`config.mk`:
```
export PLATFORM = sky130hd
export DESIGN_NAME = i2c_slave
export DESIGN_NICKNAME = d
export VERILOG_FILES = /design/src/rtl/i2c_pkg.sv /design/src/rtl/i2c_bus_sync.sv /design/src/rtl/i2c_slave.sv
export SDC_FILE = /design/constraint.sdc
export NUM_CORES = 1
export LEC_CHECK = 0
export CORE_MARGIN = 3
export CORE_UTILIZATION = 49
export CTS_CLUSTER_DIAMETER = 50
export DETAILED_ROUTE_END_ITERATION = 12
export PLACE_DENSITY = 0.8
export SLEW_MARGIN = 20
export SYNTH_ARGS = -nofsm -noshare
export SYNTH_HDL_FRONTEND = slang
export SYNTH_SLANG_ARGS = --single-unit
```
`constraint.sdc`:
```
create_clock -name clk -period 1.86 [get_ports clk]
set_input_delay 0.372 -clock clk [delete_from_list [all_inputs] [get_ports clk]]
set_output_delay 0.372 -clock clk [all_outputs]
set_load 0.02 [all_outputs]
```
`src/rtl/i2c_pkg.sv`:
```
// Shared types and bus constants for the oversampled I2C target.
package i2c_pkg;

  typedef enum logic [2:0] {
    S_IDLE,
    S_ADDR,
    S_ADDR_ACK,
    S_WR_DATA,
    S_WR_ACK,
    S_RD_DATA,
    S_RD_ACK,
    S_WAIT
  } i2c_slave_state_e;

  localparam logic       I2C_ACK           = 1'b0;
  localparam logic       I2C_NACK          = 1'b1;
  localparam logic [6:0] I2C_GEN_CALL_ADDR = 7'h00;

endpackage

```
`src/rtl/i2c_bus_sync.sv`:
```
// SCL/SDA synchronizers followed by a one-flop edge detector that flags
// SCL edges and START/STOP conditions.
module i2c_bus_sync #(
  parameter int SYNC_STAGES = 2
) (
  input  logic clk,
  input  logic reset,
  input  logic scl_in,
  input  logic sda_in,
  output logic scl_rise,
  output logic scl_fall,
  output logic sda_s,
  output logic start_det,
  output logic stop_det
);

  logic [SYNC_STAGES-1:0] scl_sync;
  logic [SYNC_STAGES-1:0] sda_sync;
  logic                   scl_s;
  logic                   scl_d;
  logic                   sda_d;

  // Reset to the idle-bus level so leaving reset never fakes an edge.
  always_ff @(posedge clk or posedge reset) begin
    if (reset) begin
      scl_sync <= '1;
      sda_sync <= '1;
      scl_d    <= 1'b1;
      sda_d    <= 1'b1;
    end else begin
      scl_sync <= {scl_sync[SYNC_STAGES-2:0], scl_in};
      sda_sync <= {sda_sync[SYNC_STAGES-2:0], sda_in};
      scl_d    <= scl_s;
      sda_d    <= sda_s;
    end
  end

  assign scl_s     = scl_sync[SYNC_STAGES-1];
  assign sda_s     = sda_sync[SYNC_STAGES-1];
  assign scl_rise  = scl_s & ~scl_d;
  assign scl_fall  = ~scl_s & scl_d;
  assign start_det = scl_s & scl_d & sda_d & ~sda_s;
  assign stop_det  = scl_s & scl_d & ~sda_d & sda_s;

endmodule

```
`src/rtl/i2c_slave.sv`:
```
// Oversampled I2C target with a fixed 7-bit address. Define
// I2C_SLAVE_GEN_CALL_EN to also accept general-call writes (adds gen_call).
module i2c_slave
  import i2c_pkg::*;
#(
  parameter logic [6:0] ADDR        = 7'h50,
  parameter int         SYNC_STAGES = 2
) (
  input  logic       clk,
  input  logic       reset,
  input  logic       scl_in,
  input  logic       sda_in,
  output logic       sda_oe,
  output logic [7:0] rx_data,
  output logic       rx_valid,
  input  logic [7:0] tx_data,
  output logic       tx_req,
  output logic       busy,
  output logic       bus_err
`ifdef I2C_SLAVE_GEN_CALL_EN
  ,
  output logic       gen_call
`endif
);

  logic scl_rise, scl_fall, sda_s, start_det, stop_det;

  i2c_bus_sync #(.SYNC_STAGES(SYNC_STAGES)) u_sync (
    .clk      (clk),
    .reset    (reset),
    .scl_in   (scl_in),
    .sda_in   (sda_in),
    .scl_rise (scl_rise),
    .scl_fall (scl_fall),
    .sda_s    (sda_s),
    .start_det(start_det),
    .stop_det (stop_det)
  );

  i2c_slave_state_e state, state_n;
  logic [2:0] bit_cnt, bit_cnt_n;
  logic [7:0] shift, shift_n;
  logic       rw, rw_n;
  logic       ack_seen, ack_seen_n;
  logic       sda_oe_n, rx_valid_n, tx_req_n, busy_n, bus_err_n;
  logic [7:0] rx_data_n;
  logic [7:0] shift_in;
  logic       mid_byte;
`ifdef I2C_SLAVE_GEN_CALL_EN
  logic       gen_call_n;
`endif

  always_ff @(posedge clk or posedge reset) begin
    if (reset) begin
      state    <= S_IDLE;
      bit_cnt  <= 3'd0;
      shift    <= 8'h00;
      rw       <= 1'b0;
      ack_seen <= 1'b0;
      sda_oe   <= 1'b0;
      rx_data  <= 8'h00;
      rx_valid <= 1'b0;
      tx_req   <= 1'b0;
      busy     <= 1'b0;
      bus_err  <= 1'b0;
`ifdef I2C_SLAVE_GEN_CALL_EN
      gen_call <= 1'b0;
`endif
    end else begin
      state    <= state_n;
      bit_cnt  <= bit_cnt_n;
      shift    <= shift_n;
      rw       <= rw_n;
      ack_seen <= ack_seen_n;
      sda_oe   <= sda_oe_n;
      rx_data  <= rx_data_n;
      rx_valid <= rx_valid_n;
      tx_req   <= tx_req_n;
      busy     <= busy_n;
      bus_err  <= bus_err_n;
`ifdef I2C_SLAVE_GEN_CALL_EN
      gen_call <= gen_call_n;
`endif
    end
  end

  assign shift_in = {shift[6:0], sda_s};
  // In data states bit_cnt counts completed bits, so the SCL rise that
  // precedes a repeated START is not mistaken for a truncated byte.
  assign mid_byte = ((state == S_WR_DATA) || (state == S_RD_DATA)) && (bit_cnt != 3'd0);

  always_comb begin
    state_n    = state;
    bit_cnt_n  = bit_cnt;
    shift_n    = shift;
    rw_n       = rw;
    ack_seen_n = ack_seen;
    sda_oe_n   = sda_oe;
    rx_data_n  = rx_data;
    rx_valid_n = 1'b0;
    tx_req_n   = 1'b0;
    busy_n     = busy;
    bus_err_n  = 1'b0;
`ifdef I2C_SLAVE_GEN_CALL_EN
    gen_call_n = gen_call;
`endif
    if (start_det || stop_det) begin
      state_n    = start_det ? S_ADDR : S_IDLE;
      bit_cnt_n  = 3'd0;
      sda_oe_n   = 1'b0;
      busy_n     = 1'b0;
      ack_seen_n = 1'b0;
      bus_err_n  = mid_byte;
`ifdef I2C_SLAVE_GEN_CALL_EN
      gen_call_n = 1'b0;
`endif
    end else begin
      case (state)
        S_ADDR: begin
          if (scl_rise) begin
            shift_n   = shift_in;
            bit_cnt_n = bit_cnt + 3'd1;
            if (bit_cnt == 3'd7) begin
              if (shift_in[7:1] == ADDR) begin
                state_n = S_ADDR_ACK;
                rw_n    = shift_in[0];
`ifdef I2C_SLAVE_GEN_CALL_EN
              end else if (shift_in == {I2C_GEN_CALL_ADDR, 1'b0}) begin
                state_n    = S_ADDR_ACK;
                rw_n       = 1'b0;
                gen_call_n = 1'b1;
`endif
              end else begin
                state_n = S_WAIT;
              end
            end
          end
        end
        S_ADDR_ACK: begin
          // First fall drives the ACK; the next one ends the ACK slot.
          if (scl_fall) begin
            if (!sda_oe) begin
              sda_oe_n = ~I2C_ACK;
              busy_n   = 1'b1;
              tx_req_n = rw;
            end else if (rw) begin
              shift_n   = tx_data;
              sda_oe_n  = ~tx_data[7];
              bit_cnt_n = 3'd0;
              state_n   = S_RD_DATA;
            end else begin
              sda_oe_n  = 1'b0;
              bit_cnt_n = 3'd0;
              state_n   = S_WR_DATA;
            end
          end
        end
        S_WR_DATA: begin
          if (scl_rise) begin
            shift_n = shift_in;
            if (bit_cnt == 3'd7) begin
              rx_data_n  = shift_in;
              rx_valid_n = 1'b1;
              bit_cnt_n  = 3'd0;
              state_n    = S_WR_ACK;
            end
          end else if (scl_fall) begin
            bit_cnt_n = bit_cnt + 3'd1;
          end
        end
        S_WR_ACK: begin
          if (scl_fall) begin
            if (!sda_oe) begin
              sda_oe_n = ~I2C_ACK;
            end else begin
              sda_oe_n = 1'b0;
              state_n  = S_WR_DATA;
            end
          end
        end
        S_RD_DATA: begin
          if (scl_fall) begin
            if (bit_cnt == 3'd7) begin
              sda_oe_n   = 1'b0;
              bit_cnt_n  = 3'd0;
              ack_seen_n = 1'b0;
              state_n    = S_RD_ACK;
            end else begin
              bit_cnt_n = bit_cnt + 3'd1;
              shift_n   = {shift[6:0], 1'b0};
              sda_oe_n  = ~shift[6];
            end
          end
        end
        S_RD_ACK: begin
          if (scl_rise) begin
            if (sda_s == I2C_ACK) begin
              tx_req_n   = 1'b1;
              ack_seen_n = 1'b1;
            end else begin
              state_n = S_WAIT;
            end
          end else if (scl_fall && ack_seen) begin
            shift_n    = tx_data;
            sda_oe_n   = ~tx_data[7];
            ack_seen_n = 1'b0;
            state_n    = S_RD_DATA;
          end
        end
        S_IDLE, S_WAIT: begin
        end
        default: state_n = S_IDLE;
      endcase
    end
  end

endmodule

```
== Yosys cells after proc, flatten, opt, wreduce, memory -nomap -nowiden ==
Index checks and enable logic that the tools add are counted.

* Add/sub/neg operators: 1
* Reduce and logical (&&, ||, !) cells: 21
* Bitwise logic cells: 14
* Mux-type cells: 70
* Equal/unequal tests: 34

{| class="wikitable"
|+ Operators with widths
! kind !! number
|-
| 3-bit two-way mux || 25
|-
| 7-bit two-way mux || 8
|-
| 1-bit two-way mux || 31
|-
| 7-bit case mux with 4 select lines || 1
|-
| 3-bit != test, second input constant || 8
|-
| 3-bit case mux with 6 select lines || 1
|-
| 2-bit != test, second input constant || 7
|-
| 13-bit AND reduction || 1
|-
| 3-bit == test, second input constant || 4
|-
| 3-bit case mux with 4 select lines || 1
|-
| 10-bit AND reduction || 1
|-
| 5-bit AND reduction || 2
|-
| 5-bit nonzero test || 2
|-
| 4-bit by 3-bit != test with 1-bit output, second input constant || 2
|-
| 4-bit != test, second input constant || 2
|-
| 1-bit AND || 7
|-
| 7-bit == test, second input constant || 1
|-
| 1-bit inverter || 7
|-
| 7-bit AND reduction || 1
|-
| 7-bit nonzero test || 1
|-
| 3-bit by 2-bit == test with 1-bit output, second input constant || 2
|-
| 3-bit by 1-bit != test with 1-bit output, second input constant || 2
|-
| 3-bit by 2-bit != test with 1-bit output, second input constant || 2
|-
| 6-bit AND reduction || 1
|-
| 14 further kinds || 20
|}

* Output and inout port bits: 13
* Bits in registers: 34
* Logic and storage cells: 155

== Longest topological paths before layout ==
Gate-level depths: netlist of run 1.

* Depth after elaboration: 7
* Gate-level depth with buffers: 8
* Depth with buffers taken out: 7

== Modules after synthesis ==
From an unflattened synthesis of run 1, not the netlist that was laid out.

* Cell total of the unflattened synthesis: 185
* Area, all modules: 2005.7 sq um

{| class="wikitable"
|+ By module, submodules not included
! module !! area each (sq um) !! times used !! cells an instance
|-
| i2c_slave || 1811.7 || 1 || 174
|-
| i2c_bus_sync || 193.9 || 1 || 11
|}

== Worst setup path before layout of run 1 ==
No wires, ideal clock.

* Kind: flip-flop to flip-flop
* From: reg u_sync.scl_sync[1]
* To: reg shift[0]
* Setup time: 0.125 ns
* Stages on the path, launching flop included: 9
* Arrival: 1.906 ns
* Setup slack: -0.171 ns
* Data required time: 1.735 ns
* Period minus slack after synthesis: 2.031 ns
* Cell sequence: dfstp_2 -> inv_1 -> ha_1 -> clkbuf_1 -> and2_1 -> o21ai_0 -> o211ai_1 -> nand4_1 -> mux2_2

* Word-level cells in the longest chain between the ends: 6
* Elaborated cells on any way between the ends: 17
* Those cells by class: eq/ne (5); bitwise (9); reduce/logical (3)

{| class="wikitable"
|+ RTL lines
! what !! RTL line !! source
|-
| start: declaration || i2c_bus_sync.sv:17 || <nowiki>logic [SYNC_STAGES-1:0] scl_sync;</nowiki>
|-
| start signal: assignment || i2c_bus_sync.sv:31 || <nowiki>scl_sync <= {scl_sync[SYNC_STAGES-2:0], scl_in};</nowiki>
|-
| 1-bit AND || i2c_bus_sync.sv:42, i2c_bus_sync.sv:43 ||
|-
| 1-bit AND, on equally long branches (2 in series) || i2c_bus_sync.sv:42, i2c_bus_sync.sv:43 ||
|-
| 1-bit logical OR || i2c_slave.sv:107 || <nowiki>if (start_det || stop_det) begin</nowiki>
|-
| 1-bit inverter (no source line) || -- ||
|-
| 10-bit AND reduction (no source line) * || -- ||
|-
| end signal: assignment || i2c_slave.sv:72 || <nowiki>shift <= shift_n;</nowiki>
|-
| end: declaration || i2c_slave.sv:42 || <nowiki>logic [7:0] shift, shift_n;</nowiki>
|}

Every way passes the cells marked *; elsewhere a longest branch is shown, timed or not.
A chain may end at the register's enable or synchronous reset.

== Worst setup path after layout of run 1 ==
* From: reg bit_cnt[1]
* To: reg rx_data[0]

* Word-level cells in the longest chain between the ends: 2

{| class="wikitable"
|+ RTL lines
! what !! RTL line !! source
|-
| start: declaration || i2c_slave.sv:41 || <nowiki>logic [2:0] bit_cnt, bit_cnt_n;</nowiki>
|-
| start signal: assignment || i2c_slave.sv:71 || <nowiki>bit_cnt <= bit_cnt_n;</nowiki>
|-
| 3-bit == test || i2c_slave.sv:161 || <nowiki>if (bit_cnt == 3'd7) begin</nowiki>
|-
| 4-bit AND reduction (no source line) || -- ||
|-
| end signal: assignment || i2c_slave.sv:76 || <nowiki>rx_data <= rx_data_n;</nowiki>
|-
| end: declaration || i2c_slave.sv:14 || <nowiki>output logic [7:0] rx_data,</nowiki>
|}

Every way passes these cells.

==> results.md, run 1 <==
- Entering global routing, the biggest net connects 35 pins.
- The worst slack at placement is -0.154 ns.
- The cell taking the most area after synthesis is sky130_fd_sc_hd__dfrtp_1.
- After clock tree synthesis, the clock-pin slew on the worst setup and hold paths is 0.07 ns.
- The number of different library cells used by synthesis comes to 47.
- The floorplan row count is 22.
- The depth of the worst register-to-register path is 8.
- For the final database, setup skew stands at 0.00474 ns.
- The internal portion of the total power is 2.31 mW.
- Dividing the final minimum period by the clock period gives 107%.
- The number of hold-slack violations in the final timing report was 0.
- The fraction of final layout cells sized beyond drive strength 1 is 40.2%.
- The area overhead of the layout relative to synthesis is 47.8%.
- Global routing finished with a remaining overflow of 0.
- The final-report max-slew violation count came to 0.
- The top cell type by area accounts for 36.7% of the synthesized area.
- Once detail routing completed, the nets flagged for antenna violations numbered 0.
- The source of the critical timing path is bit_cnt[1]$_DFFE_PP0P_.
- In this run the cell area of the synthesized design comes to 1910 um^2.
- The post-route minimum period is 1.99 ns.
- The area occupied by multi-input gates is 1130 um^2.
- The placement-stage cell area is between 2000 and 2500 um^2.
- The average wire per standard cell is roughly 16 um.
- Of the total power, the share spent switching nets is 38.5%.
- The routed layout has roughly 1,700 vias.
- The min-delay analysis places its worst path in the category reg -> reg.
- The kind of end point of the critical path is a register.
- In this run, post-CTS hold repair placed 0 buffers.
- The terminus of the critical flop-to-flop path is rx_data[0]$_DFFE_PP0P_.
- The floorplan step defined a die boundary enclosing 4680 um^2.
- The average size of a mapped cell is 10.2 um^2.
- The total routing resource utilization after global routing is 22.7%.
- The number of vias per cell after detailed routing is 5.52.
- After the first detailed-routing iteration, the DRC count stood at 153.
- For this run, the number of standard cells in the final layout without fillers is 299.
- The last element of the critical path is rx_data[0]$_DFFE_PP0P_.
- The most common cell in the netlist is sky130_fd_sc_hd__dfrtp_1.
- The number of max-cap violations is 0.
- Setup repair after global routing could not meet its margin everywhere.
- The leakage power of the design is around 1.3 nW.
- The worst setup path is of the reg -> reg kind.
- At the pin with the least slew margin, the transition time is ~0.43 ns.
- After layout, the design draws a total of 3.75 mW.
- 25 I/O pins were placed.
- Routed signal wires occupy layers up through met4.
- The number of global-route vias before repair is 1,711.
- In this run, CTS created clock tree buffers numbering 5.
- The worst register-to-register path begins at bit_cnt[1]$_DFFE_PP0P_.
- Of all nets on the critical path, the largest fanout is 5.
- The die is 68.4 um wide.
- For this run, design rule violations remaining after detail routing come to 0.
- The checks that failed: negative setup slack.
- The count of flip-flops with a built-in enable after synthesis is 0.
- The synthesis-stage register bit count is 34.
- The clock tree from TritonCTS is built.
- The total detailed-routing wirelength is between 4 and 5 mm.
- Data on the critical path is required at its endpoint by 2.04 ns.
- The number of diodes added for antenna fixing is 0.
- Before antenna repair, the detailed router went through 4 iterations.
- In the synthesized netlist the async set-or-reset flop fraction comes to 100%.
- The weighted congestion at the end of routability-driven global placement is 0.900.
- The routed length on met2 is 2.39 mm.
- Sequential cells burn 31.6% of the power.
- At the later pin of the worst-skew pair, clock insertion delay measures 0.29 ns.
- The highest clock rate is ~0.5 GHz.
- Synthesis produced a netlist with a net count of 205.
- Across all register-to-register paths, the minimum setup slack is -0.13 ns.
- Detailed placement ended at an HPWL of 3.01 mm.
- The total number of H-tree levels is 2.
- VDD sags by at most 0.726 mV.
- The root buffer cell is sky130_fd_sc_hd__clkbuf_8.
- Including well taps, the total number of placed cells is 283.
- Of the total power, the clock network draws between 10% and 20%.
- The footprint of the flip-flops and latches is approximately 860 um^2.
- Setup violations remaining at the end of the flow were counted as 19.
- The most used flip-flop cell after synthesis is sky130_fd_sc_hd__dfrtp_1.
- Clock tree synthesis found a total of 34 sinks.
- The commonest cells after synthesis are sky130_fd_sc_hd__dfrtp_1, sky130_fd_sc_hd__mux2_2, sky130_fd_sc_hd__nand2_1.
- In this run, the combinational gates consume 52.5% of the power.
- For this run, the number of Yosys warnings is 0.
- The number of antenna violations at the first check in global routing is 0.
- The count of buffers inserted at the top-level ports is 24.
- The worst pin sits at a relative slew slack of 71.2%.
- The finished layout cell area is 2820 um^2.
- The layout net count is 268.
- The total routed wire length on the met1 layer is roughly 2 mm.
- The worst slack on hold paths is 0.357 ns.
- In this run the power density over the cells is 1330 nW/um^2.
- Data arrives at the worst endpoint at around 2.2 ns.
- The category of the worst setup path launch point is a register.
- The share of the yosys chip area belonging to registers is roughly 45%.
- The overall die height is 68.4 um.
- After layout, the worst setup slack is -0.135 ns.
- The first global-routing pass estimated between 7 and 8 mm of wire.
- The maximum count of clock buffers along a single path is 2.
- The area of the core is 3720 um^2.
- In the post-synthesis netlist, the biggest area contributors are sky130_fd_sc_hd__dfrtp_1, sky130_fd_sc_hd__mux2_2, sky130_fd_sc_hd__dfstp_2.
- In the detailed route, the total length drawn on met3 is about 280 um.
- The flow ran to the end, but the final reports show violations.
- The analysis attributes to net switching a power of 1.44 mW.
- The filler cells instantiated in the layout total approximately 250.
- The post-synthesis cell count is 187.
- For this configuration, the core starts out at a cell density of 51.4%.
worst max-delay path: stages, from the launching register on:
cell and delay (ns):
sky130_fd_sc_hd__dfrtp_1 0.37, sky130_fd_sc_hd__ha_2 0.20, sky130_fd_sc_hd__ha_4 0.14, sky130_fd_sc_hd__inv_1 0.06
sky130_fd_sc_hd__or3_4 0.41, sky130_fd_sc_hd__nor3_4 0.13, sky130_fd_sc_hd__buf_6 0.15, sky130_fd_sc_hd__buf_12 0.12
sky130_fd_sc_hd__mux2_4 0.30
placed cells by master, fill, tap and decap left out, types with 2 or more instances in the layout:
cell type                         Yosys  layout
sky130_fd_sc_hd__ha_4                 0       3
sky130_fd_sc_hd__inv_2                0       2
sky130_fd_sc_hd__a21oi_1             12      10
sky130_fd_sc_hd__a211o_1              2       2
sky130_fd_sc_hd__buf_12               0       4
sky130_fd_sc_hd__and3_1               2       2
sky130_fd_sc_hd__nand4_1              3       3
sky130_fd_sc_hd__dfstp_2              6       6
sky130_fd_sc_hd__nor3_1               2       2
sky130_fd_sc_hd__and2_4               1       2
sky130_fd_sc_hd__nand3_1              2       2
sky130_fd_sc_hd__dfrtp_1             28      28
sky130_fd_sc_hd__inv_1               11       9
sky130_fd_sc_hd__a31oi_1              2       2
sky130_fd_sc_hd__clkbuf_8             0       6
sky130_fd_sc_hd__mux2_4               0      12
sky130_fd_sc_hd__nand2b_1             3       2
sky130_fd_sc_hd__buf_6                0       3
sky130_fd_sc_hd__clkdlybuf4s50_1      0      24
sky130_fd_sc_hd__o211ai_1             2       2
sky130_fd_sc_hd__nor2b_1              5       5
sky130_fd_sc_hd__buf_4                0      34
sky130_fd_sc_hd__o21a_1               3       3
sky130_fd_sc_hd__ha_1                 6       2
sky130_fd_sc_hd__mux2_2              23      11
sky130_fd_sc_hd__o21ai_0             13       9
sky130_fd_sc_hd__nor2_1               7       7
sky130_fd_sc_hd__mux2i_1              5       5
sky130_fd_sc_hd__nand2_1             16      15
sky130_fd_sc_hd__o21ai_2              0       4
logic make-up (layout without fill, tap and decap cells):
logic type	count (synthesis)	in the layout	share of synthesized area [%]
AND/OR/NAND/NOR	51	51	14.8
AO/OA/AOI/OAI	45	45	14.9
flip-flops	34	34	45.0
multiplexers	28	28	16.2
buffers and inverters	21	85	4.26
adder cells (fa/ha/maj)	6	6	3.93
XOR/XNOR	2	2	0.918
flip-flops by register name, summed over array words and instances, names as in the netlist, 2 cells and up:
signal / flops
u_sync.sda_sync: 2
u_sync.scl_sync: 2
state: 3
rx_data: 8
shift: 7
bit_cnt: 3
power groups by stage:
stage	Combinational [mW]	Clock (mW)	Sequential [mW]
finish	1.97	0.597	1.18
global route	2.16	0.656	1.21
CTS	1.86	0.619	1.15
detailed placement	1.74	0	1.15
global placement	1.72	0	1.14
floorplan	1.14	0	1.09
through the flow:
stage	setup TNS [ns]	utilization [%]
6_report	-1.97	75.9
5_1_grt	-3.68	75.9
3_3_place_gp	-1.67	67.0
4_1_cts	-1.94	73.9
2_1_floorplan	-1.51	-
3_5_place_dp	-2.47	67.0
layout make-up:
class,count,share of cell area [%]
Multi-Input combinational cell,132,39.9
Inverter,11,1.46
Timing Repair Buffer,66,22.6
Clock inverter,2,0.576
Tap cell,48,2.13
Clock buffer,6,2.93
Sequential cell,34,30.4
routing by layer:
metal | track usage (%) | vias to the layer above
li1 | - | 787
met1 | 27.9 | 796
met2 | 37.1 | 57
met3 | 7.06 | 10
met4 | 8.19 | 0
met5 | 0 | -
timing repair:
action / 4_1_cts / 5_1_grt
gates resized for setup: 19 / 14
setup buffers: 6 / 2
pin swaps: 5 / 7
setup endpoints to repair: 22 / 24
cloned: 1 / 0
hold endpoints to repair: 0 / 0
worst min-delay path by stage:
stage                                      start                            to  slack, ns  cells after the start
global route        u_sync.scl_sync[0]$_DFF_PP1_  u_sync.scl_sync[1]$_DFF_PP1_       0.36                      0
detailed placement  u_sync.scl_sync[0]$_DFF_PP1_  u_sync.scl_sync[1]$_DFF_PP1_       0.35                      0
finish              u_sync.scl_sync[0]$_DFF_PP1_  u_sync.scl_sync[1]$_DFF_PP1_       0.36                      0
floorplan           u_sync.scl_sync[0]$_DFF_PP1_  u_sync.scl_sync[1]$_DFF_PP1_       0.35                      0
global placement    u_sync.sda_sync[0]$_DFF_PP1_  u_sync.sda_sync[1]$_DFF_PP1_       0.35                      0
CTS                 u_sync.scl_sync[0]$_DFF_PP1_  u_sync.scl_sync[1]$_DFF_PP1_       0.36                      0
Note: power is estimated with default switching activity, not from simulation.
==> run 2: changes to the inputs <==
--- a/config.mk
+++ b/config.mk
@@ -6,11 +6,12 @@
 export NUM_CORES = 1
 export LEC_CHECK = 0
 export CORE_MARGIN = 3
-export CORE_UTILIZATION = 49
+export CORE_UTILIZATION = 50
 export CTS_CLUSTER_DIAMETER = 50
 export DETAILED_ROUTE_END_ITERATION = 12
-export PLACE_DENSITY = 0.8
+export PLACE_DENSITY = 0.81
 export SLEW_MARGIN = 20
 export SYNTH_ARGS = -nofsm -noshare
 export SYNTH_HDL_FRONTEND = slang
+export SYNTH_HIERARCHICAL = 1
 export SYNTH_SLANG_ARGS = --single-unit
==> run 2 against run 1 <==
Compared with the run above:
- the flow still finishes with violations (negative setup slack)
- hold slack got worse by 0.011 ns
- first-iteration DRC count fell by 47%
- combinational power rose by 28%
- register-to-register slack got worse by 0.02 ns
- clock-buffer cell count did not move
- global-route usage fell by 1.2 points
- via count rose by 2.7%
- sequential power barely moved
- die area rose by 2.7%
- non-clock buffer count rose by 7
- synthesized area rose by 5.0%
==> results.md, run 2 <==
- The post-detailed-route count of antenna-violating nets is 0 (unchanged).
- The cts-stage hold buffer count is 0 (unchanged).
- The HPWL after detailed placement is 3.54 mm (+18%).
- The number of warnings issued by yosys was 6 (+6).
- The cell taking the most area after synthesis is sky130_fd_sc_hd__dfrtp_1.
- The number of DRC violations after detailed routing is 0 (unchanged).
- The layout net count was 269 (+0.37%).
- The placement-stage cell area is 2600 um^2 (+4.4%).
- The data required time of the critical path was 2.03 ns (about the same).
- The boundary pin count is 25 (unchanged).
- The share of the yosys chip area belonging to registers is 42.8% (-2.2 points).
- The root buffer cell is sky130_fd_sc_hd__clkbuf_8.
- The power share of the clock group is 13.5% (-2.4 points).
- The remaining global-route overflow is 0 (unchanged).
- The wire length of the first global-routing pass was 8.36 mm (+7.5%).
- The number of antenna violations at the first check in global routing is 0 (unchanged).
- The count of flip-flops with a built-in enable after synthesis is 0 (unchanged).
- The finished layout cell area came to 2860 um^2 (+1.3%).
- The register with the most flip-flops is rx_data.
- The clock insertion delay at the later pin of the skew report came to 0.28 ns (about the same).
- The fraction of final layout cells sized beyond drive strength 1 is 47.1% (+6.8 points).
- The clock tree skew after final layout came to 0.00978 ns (+0.00504 ns).
- The average wire per standard cell is 17.0 um (+6.2%).
- The netlist area before placement is 2010 um^2 (+5.0%).
- After synthesis, the cell types taking the most area are sky130_fd_sc_hd__dfrtp_1, sky130_fd_sc_hd__mux2_2, sky130_fd_sc_hd__dfstp_2.
- The maximum fanout along the worst path was 4 (-1).
- The weighted congestion at the end of routability-driven global placement is 0.917 (+1.9%).
- The checks that failed: negative setup slack.
- The kind of end point of the critical path is a register.
- In the layout the commonest cells are sky130_fd_sc_hd__buf_4, sky130_fd_sc_hd__dfrtp_1, sky130_fd_sc_hd__clkdlybuf4s50_1, sky130_fd_sc_hd__mux2_2, sky130_fd_sc_hd__nand2_1.
- The switching power came to 1.63 mW (+13%).
- The category of the worst setup path launch point is a register.
- The commonest cells after synthesis are sky130_fd_sc_hd__dfrtp_1, sky130_fd_sc_hd__mux2_2, sky130_fd_sc_hd__nand2_1.
- The CTS clock-pin slew for the worst setup and hold paths is 0.08 ns (about the same).
- The class of the tightest hold or removal check is reg -> reg.
- The first-pass iteration count of the detailed router is 4 (unchanged).
- The area growth from synthesis to layout is 42.5%.
- The synthesis-stage register bit count is 34 (unchanged).
- The net count of the mapped netlist is 200 (-2.4%).
- The highest clock rate is 0.496 GHz (-0.99%).
- The number of sinks on the clock net came to 34 (unchanged).
- The number of diodes added for antenna fixing is 0 (unchanged).
- The number of vias per cell after detailed routing is 5.59 (+1.4%).
- The most common cell after layout, fill and taps aside is sky130_fd_sc_hd__buf_4.
- The part of the power in registers was 27.0% (-4.6 points).
- The internal power is 2.62 mW (+14%).
- The maximum count of clock buffers along a single path is 2 (unchanged).
- The count of different cell masters after synthesis came to 60 (+28%).
- The average size of a mapped cell came to 10.8 um^2 (+6.2%).
- Setup repair after global routing could not meet its margin everywhere.
- The clock tree from TritonCTS is built.
- The power per cell area is 1490 nW/um^2 (+12%).
- The area of the die is 4810 um^2 (+2.7%).
- The final-report max-slew violation count came to 0 (unchanged).
- The post-synthesis cell count was 185 (-1.1%).
- The number of design-rule violations left by the first detailed-router iteration is 81 (-47%).
- The most common cell in the synthesized netlist is sky130_fd_sc_hd__dfrtp_1.
- The transition at the pin with the smallest max-transition slack was 0.406 ns (-0.0267 ns).
- The worst-case headroom to the max-slew limit is 72.7% (+1.5 points).
- The worst voltage drop across the vdd grid came to 0.999 mV (+38%).
- The number of vias after detailed routing is 1,695 (+2.7%).
- The die span in x is 69.3 um (+1.3%).
- The proportion of power drawn by combinational gates is 59.4% (+6.9 points).
- The switching share of total power is 38.4% (-0.15 points).
- The worst slack on hold paths is 0.346 ns (-0.0115 ns).
- The pin count of the biggest net entering global routing is 29 (-17%).
- The setup slack after layout is -0.155 ns (-0.0200 ns).
- The initial cell density of the core was 53.2% (+1.8 points).
- The leakage power of the design is 1.31 nW (+4.9%).
- The total routing resource utilization after global routing came to 21.5% (-1.2 points).
- The number of max-cap violations is 0 (unchanged).
- The final worst-path cycle share came to 108% (+1.1 points).
- The post-route minimum period is 2.01 ns (+0.0200 ns).
- The largest registers in the layout are rx_data x8, shift x7.
- The async set-or-reset flop fraction in the synthesized netlist is 100% (unchanged).
- The total detailed-routing wirelength came to 5.14 mm (+7.7%).
- The TritonCTS buffer count came to 5 (unchanged).
- The overall die height was 69.3 um (+1.3%).
- The number of global-route vias before repair was 1,786 (+4.4%).
- The number of hold-slack violations in the final timing report came to 0 (unchanged).
- The total power consumption of the routed design is 4.26 mW (+14%).
- The floorplan row count was 22 (unchanged).
- The area of the core was 3770 um^2 (+1.5%).
- The critical path start-end classification is reg -> reg.
- The count of buffers inserted at the top-level ports is 24 (unchanged).
- The number of flip-flops in the largest register is 8 (unchanged).
- The run finished, with violations left.
- The count of final setup violators is 19 (unchanged).
- The share of the synthesized area in the top cell type is 34.9% (-1.8 points).
- The most instantiated flip-flop cell in the synthesis netlist is sky130_fd_sc_hd__dfrtp_1.
- The total number of H-tree levels came to 2 (unchanged).
- The data arrival time at the worst-slack endpoint was 2.19 ns (+0.02 ns).
==> run 2: cell count changes after synthesis, sizes merged, moves of 3 or more <==
cell    previous run  this run
a21oi             12         2
a211oi             0         4
ha                 6         3
or2b               0         4
o21a               3         0
o221ai             0         3
nor2               7        13
o21ai             13         6
nor3               3         6
==> run 2: cell type report <==
cell class / count / area, um^2
multi-input cells: 131 / 1170
fillers: 246 / 912
flip-flops and latches: 34 / 861
repair buffers: 73 / 638
clock buffers: 6 / 82.6
well taps: 48 / 60.1
inverters: 9 / 33.8
clock inverters: 2 / 12.5
==> run 2: timing repair <==
action	CTS	global route
buffers inserted	5	1
pin swaps	8	6
gates resized for setup	24	8
gates cloned	0	0
endpoints found under the setup margin	22	20
==> run 2: kinds of logic after synthesis <==
group | count (synthesis) | share of synthesized area, %
buffers and inverters | 20 | 5.74
XOR/XNOR | 1 | 0.437
multiplexers | 25 | 13.8
adder cells (fa/ha/maj) | 4 | 2.37
AND/OR/NAND/NOR | 67 | 19.3
flip-flops | 34 | 42.8
AO/OA/AOI/OAI | 34 | 15.5
==> run 2: worst max-delay path, cell delays in order, from the launching register on <==
cell                        delay, ns
sky130_fd_sc_hd__dfstp_2         0.57
sky130_fd_sc_hd__and4b_2         0.31
sky130_fd_sc_hd__or2_4           0.18
sky130_fd_sc_hd__a211oi_4        0.06
sky130_fd_sc_hd__a2111oi_4       0.44
sky130_fd_sc_hd__nor3b_2         0.09
sky130_fd_sc_hd__a211o_1         0.24
==> run 2: worst paths after layout <==
kind                                              start                           end  slack (ns)  cells past startpoint
max                              u_sync/scl_d$_DFF_PP1_          state[0]$_DFFE_PP0P_       -0.15                      6
min                        u_sync/scl_sync[0]$_DFF_PP1_  u_sync/scl_sync[1]$_DFF_PP1_        0.35                      0
max reg2reg                      u_sync/scl_d$_DFF_PP1_          state[0]$_DFFE_PP0P_       -0.15                      6
min reg2reg                u_sync/scl_sync[0]$_DFF_PP1_  u_sync/scl_sync[1]$_DFF_PP1_        0.35                      0
max in group asynchronous                         reset            sda_oe$_DFFE_PP0P_        1.08                      3
min in group asynchronous                         reset        rx_data[0]$_DFFE_PP0P_        0.48                      3
==> run 2: metrics by stage <==
step,setup WS [ns],setup TNS (ns),utilization (%),cells
2_1_floorplan,-0.101,-1.06,-,185
6_report,-0.155,-2.19,75.8,303
3_5_place_dp,-0.171,-1.63,69.0,290
3_3_place_gp,-0.158,-1.23,69.0,290
5_1_grt,-0.207,-3.38,75.8,303
4_1_cts,-0.117,-0.897,75.1,303
==> run 2: power by group through the flow <==
stage | Clock, mW | Combinational (mW) | Sequential, mW
global route | 0.620 | 2.71 | 1.17
detailed placement | 0 | 2.20 | 1.15
global placement | 0 | 2.14 | 1.14
finish | 0.575 | 2.53 | 1.15
floorplan | 0 | 1.50 | 1.08
CTS | 0.584 | 2.46 | 1.14
==> run 2: per-layer routing <==
metal	routed length, um	up-vias	GRT usage [%]
met5	0	-	0
met4	97	0	6.72
met3	243	13	4.06
met2	2540	64	35.8
met1	2260	815	28.1
li1	-	803	-
==> run 3: changes to the inputs <==
--- a/config.mk
+++ b/config.mk
@@ -9,6 +9,7 @@
 export CORE_UTILIZATION = 50
 export CTS_CLUSTER_DIAMETER = 50
 export DETAILED_ROUTE_END_ITERATION = 12
+export MAX_ROUTING_LAYER = met4
 export PLACE_DENSITY = 0.81
 export SLEW_MARGIN = 20
 export SYNTH_ARGS = -nofsm -noshare
==> run 3 against run 2 <==
Compared with the run above:
- the run still ends with negative setup slack left
- critical path depth did not move
- utilization stayed put
- sequential share of layout area is the same
- via count shrank 0.59%
- worst setup slack gained 0.0012 ns
- design area unchanged
- register-to-register slack about the same
- sequential power about the same
- hold slack better by 0.0020 ns
- combinational power is essentially flat
- first-iteration DRC count up 14%
- clock power about the same
- critical endpoint unchanged
- highest routed layer unchanged
==> results.md, run 3 (same netlist as run 2, synthesis figures left out) <==
- The boundary pin count was 25 (unchanged).
- The source of the worst hold timing path is u_sync/scl_sync[0]$_DFF_PP1_.
- The number of DRC violations after detailed routing is 0 (unchanged).
- The final non-filler cell total is 303 (unchanged).
- The number of filler instances in the final layout is 246 (unchanged).
- Clock tree synthesis selected as its root buffer the cell sky130_fd_sc_hd__clkbuf_8.
- The final standard cell utilization of the core came to 75.8% (unchanged).
- The maximum fanout along the worst path is 4 (unchanged).
- The worst slack at placement is -0.171 ns (unchanged).
- The remaining global-route overflow was 0 (unchanged).
- The number of vias after detailed routing is 1,685 (-0.59%).
- The total placed cells including tap cells is 290 (unchanged).
- The worst setup path is launched from a register.
- The final worst-path cycle share is 108% (about the same).
- The number of global-route vias before repair was 1,782 (-0.22%).
- The area of the core came to 3770 um^2 (unchanged).
- The flow ran to the end, but the final reports show violations.
- The average wire per standard cell came to 17.1 um (+0.64%).
- The clock tree skew after final layout came to 0.00878 ns (-0.000995 ns).
- The layout net count is 269 (unchanged).
- The die span in x came to 69.3 um (unchanged).
- The total routing resource utilization after global routing is 22.1% (+0.64 points).
- The highest clock rate was 0.497 GHz (about the same).
- The clock insertion delay at the later pin of the skew report is 0.28 ns (about the same).
- The footprint of the flip-flops and latches is 861 um^2 (unchanged).
- The cts-stage hold buffer count is 0 (unchanged).
- The source of the critical timing path is u_sync/scl_d$_DFF_PP1_.
- The largest registers in the layout are rx_data x8, shift x7.
- The maximum count of clock buffers along a single path is 2 (unchanged).
- The total power consumption of the routed design is 4.26 mW (about the same).
- The transition at the pin with the smallest max-transition slack is 0.404 ns (-0.00166 ns).
- The total detailed-routing wirelength came to 5.17 mm (+0.64%).
- The number of design-rule violations left by the first detailed-router iteration is 92 (+14%).
- The critical path start-end classification is reg -> reg.
- The data arrival time at the worst-slack endpoint is 2.18 ns (about the same).
- The CTS clock-pin slew for the worst setup and hold paths is 0.08 ns (about the same).
- The worst voltage drop across the vdd grid is 1.00 mV (+0.13%).
- The post-route minimum period is 2.01 ns (-0.00118 ns).
- The number of vias per cell after detailed routing is 5.56 (-0.59%).
- The count of buffers inserted at the top-level ports is 24 (unchanged).
- The clock tree from TritonCTS is built.
- The class of the tightest hold or removal check is reg -> reg.
- The worst hold path cell count is 0 (unchanged).
- In the layout the commonest cells are sky130_fd_sc_hd__buf_4, sky130_fd_sc_hd__dfrtp_1, sky130_fd_sc_hd__clkdlybuf4s50_1, sky130_fd_sc_hd__mux2_2, sky130_fd_sc_hd__nand2_1.
- The area occupied by multi-input gates is 1170 um^2 (unchanged).
- The pin count of the biggest net entering global routing was 29 (unchanged).
- The first-pass iteration count of the detailed router was 4 (unchanged).
- The leakage power of the design was 1.31 nW (unchanged).
- The setup slack after layout was -0.154 ns (+0.00118 ns).
- The TritonCTS buffer count was 5 (unchanged).
- The total number of H-tree levels is 2 (unchanged).
- In this run the critical register-to-register path is captured at state[0]$_DFFE_PP0P_.
- The worst-case headroom to the max-slew limit is 72.8% (+0.11 points).
- Setup repair after global routing could not meet its margin everywhere.
- The worst register-to-register path begins at u_sync/scl_d$_DFF_PP1_.
- The number of max-cap violations is 0 (unchanged).
- The weighted congestion at the end of routability-driven global placement is 0.933 (+1.7%).
- The number of antenna violations at the first check in global routing was 0 (unchanged).
- The depth of the worst register-to-register path is 6 (unchanged).
- The number of hold-slack violations in the final timing report came to 0 (unchanged).
- The number of diodes added for antenna fixing came to 0 (unchanged).
- The initial cell density of the core is 53.2% (unchanged).
- The power per cell area is 1490 nW/um^2 (about the same).
- The wire length of the first global-routing pass was 8.40 mm (+0.59%).
- The post-detailed-route count of antenna-violating nets is 0 (unchanged).
- The count of final setup violators is 19 (unchanged).
- The HPWL after detailed placement came to 3.54 mm (unchanged).
- The final-report max-slew violation count came to 0 (unchanged).
- The floorplan row count came to 22 (unchanged).
- The last element of the critical path is state[0]$_DFFE_PP0P_.
- The number of flip-flops in the largest register is 8 (unchanged).
- The register with the most flip-flops in the final layout is rx_data.
- The number of sinks on the clock net came to 34 (unchanged).
- The area overhead of the layout relative to synthesis is 42.5% (unchanged).
- The area of the die is 4810 um^2 (unchanged).
- The kind of end point of the critical path is a register.
- The internal reg-to-reg setup slack is -0.15 ns (about the same).
- The final total negative setup slack is -2.21 ns (-0.0249 ns).
- The fraction of final layout cells sized beyond drive strength 1 is 47.1% (unchanged).
- The checks that failed: negative setup slack.
- The library cell used most frequently in the layout, excluding fill and tap cells, is sky130_fd_sc_hd__buf_4.
- The data required time of the critical path came to 2.03 ns (about the same).
- The overall die height is 69.3 um (unchanged).
==> run 3: area by class of cell <==
class / instances / area share, %
Clock inverter: 2 / 0.438
Tap cell: 48 / 2.10
Inverter: 9 / 1.18
Multi-Input combinational cell: 131 / 41.0
Timing Repair Buffer: 73 / 22.3
Sequential cell: 34 / 30.1
Clock buffer: 6 / 2.89
==> run 3: critical path, cell delays in order, from the launching register on <==
cell and delay, ns:
sky130_fd_sc_hd__dfstp_2 0.57, sky130_fd_sc_hd__and4b_2 0.31, sky130_fd_sc_hd__or2_4 0.18, sky130_fd_sc_hd__a211oi_4 0.06, sky130_fd_sc_hd__a2111oi_4 0.44, sky130_fd_sc_hd__nor3b_2 0.09
sky130_fd_sc_hd__a211o_1 0.24
==> run 3: power breakdown <==
part           internal [mW]  leakage [nW]  switching, mW
registers              0.933         0.426          0.217
logic                   1.39         0.839           1.14
clock network          0.298        0.0472          0.276
total                   2.62          1.31           1.63
==> run 3: timing repair <==
item | in CTS | in global routing
buffers inserted | 5 | 1
setup endpoints to repair | 22 | 20
pin swaps | 8 | 6
resized for setup | 24 | 8
==> run 3: per-stage QoR <==
stage          instance area (um^2)  hold WS (ns)
6_report                       2860         0.348
5_1_grt                        2860         0.362
4_1_cts                        2830         0.355
3_5_place_dp                   2600         0.349
3_3_place_gp                   2600         0.346
2_1_floorplan                  2050         0.345
==> run 3: worst min-delay path by stage <==
stage,end,slack (ns)
floorplan,u_sync/scl_sync[1]$_DFF_PP1_,0.35
global placement,u_sync/sda_sync[1]$_DFF_PP1_,0.35
detailed placement,u_sync/scl_sync[1]$_DFF_PP1_,0.35
CTS,u_sync/scl_sync[1]$_DFF_PP1_,0.35
global route,u_sync/scl_sync[1]$_DFF_PP1_,0.36
finish,u_sync/scl_sync[1]$_DFF_PP1_,0.35
==> run 3: layer usage <==
| metal | wire (um) | share of wire (%) | vias to the layer above | track usage (%) |
|---|---|---|---|---|
| li1 | - | - | 804 | - |
| met4 | 78 | 1.5 | 0 | 6.72 |
| met2 | 2570 | 50 | 60 | 35.8 |
| met5 | 0 | 0 | - | - |
| met1 | 2290 | 44 | 812 | 28.4 |
| met3 | 232 | 4.5 | 9 | 3.77 |
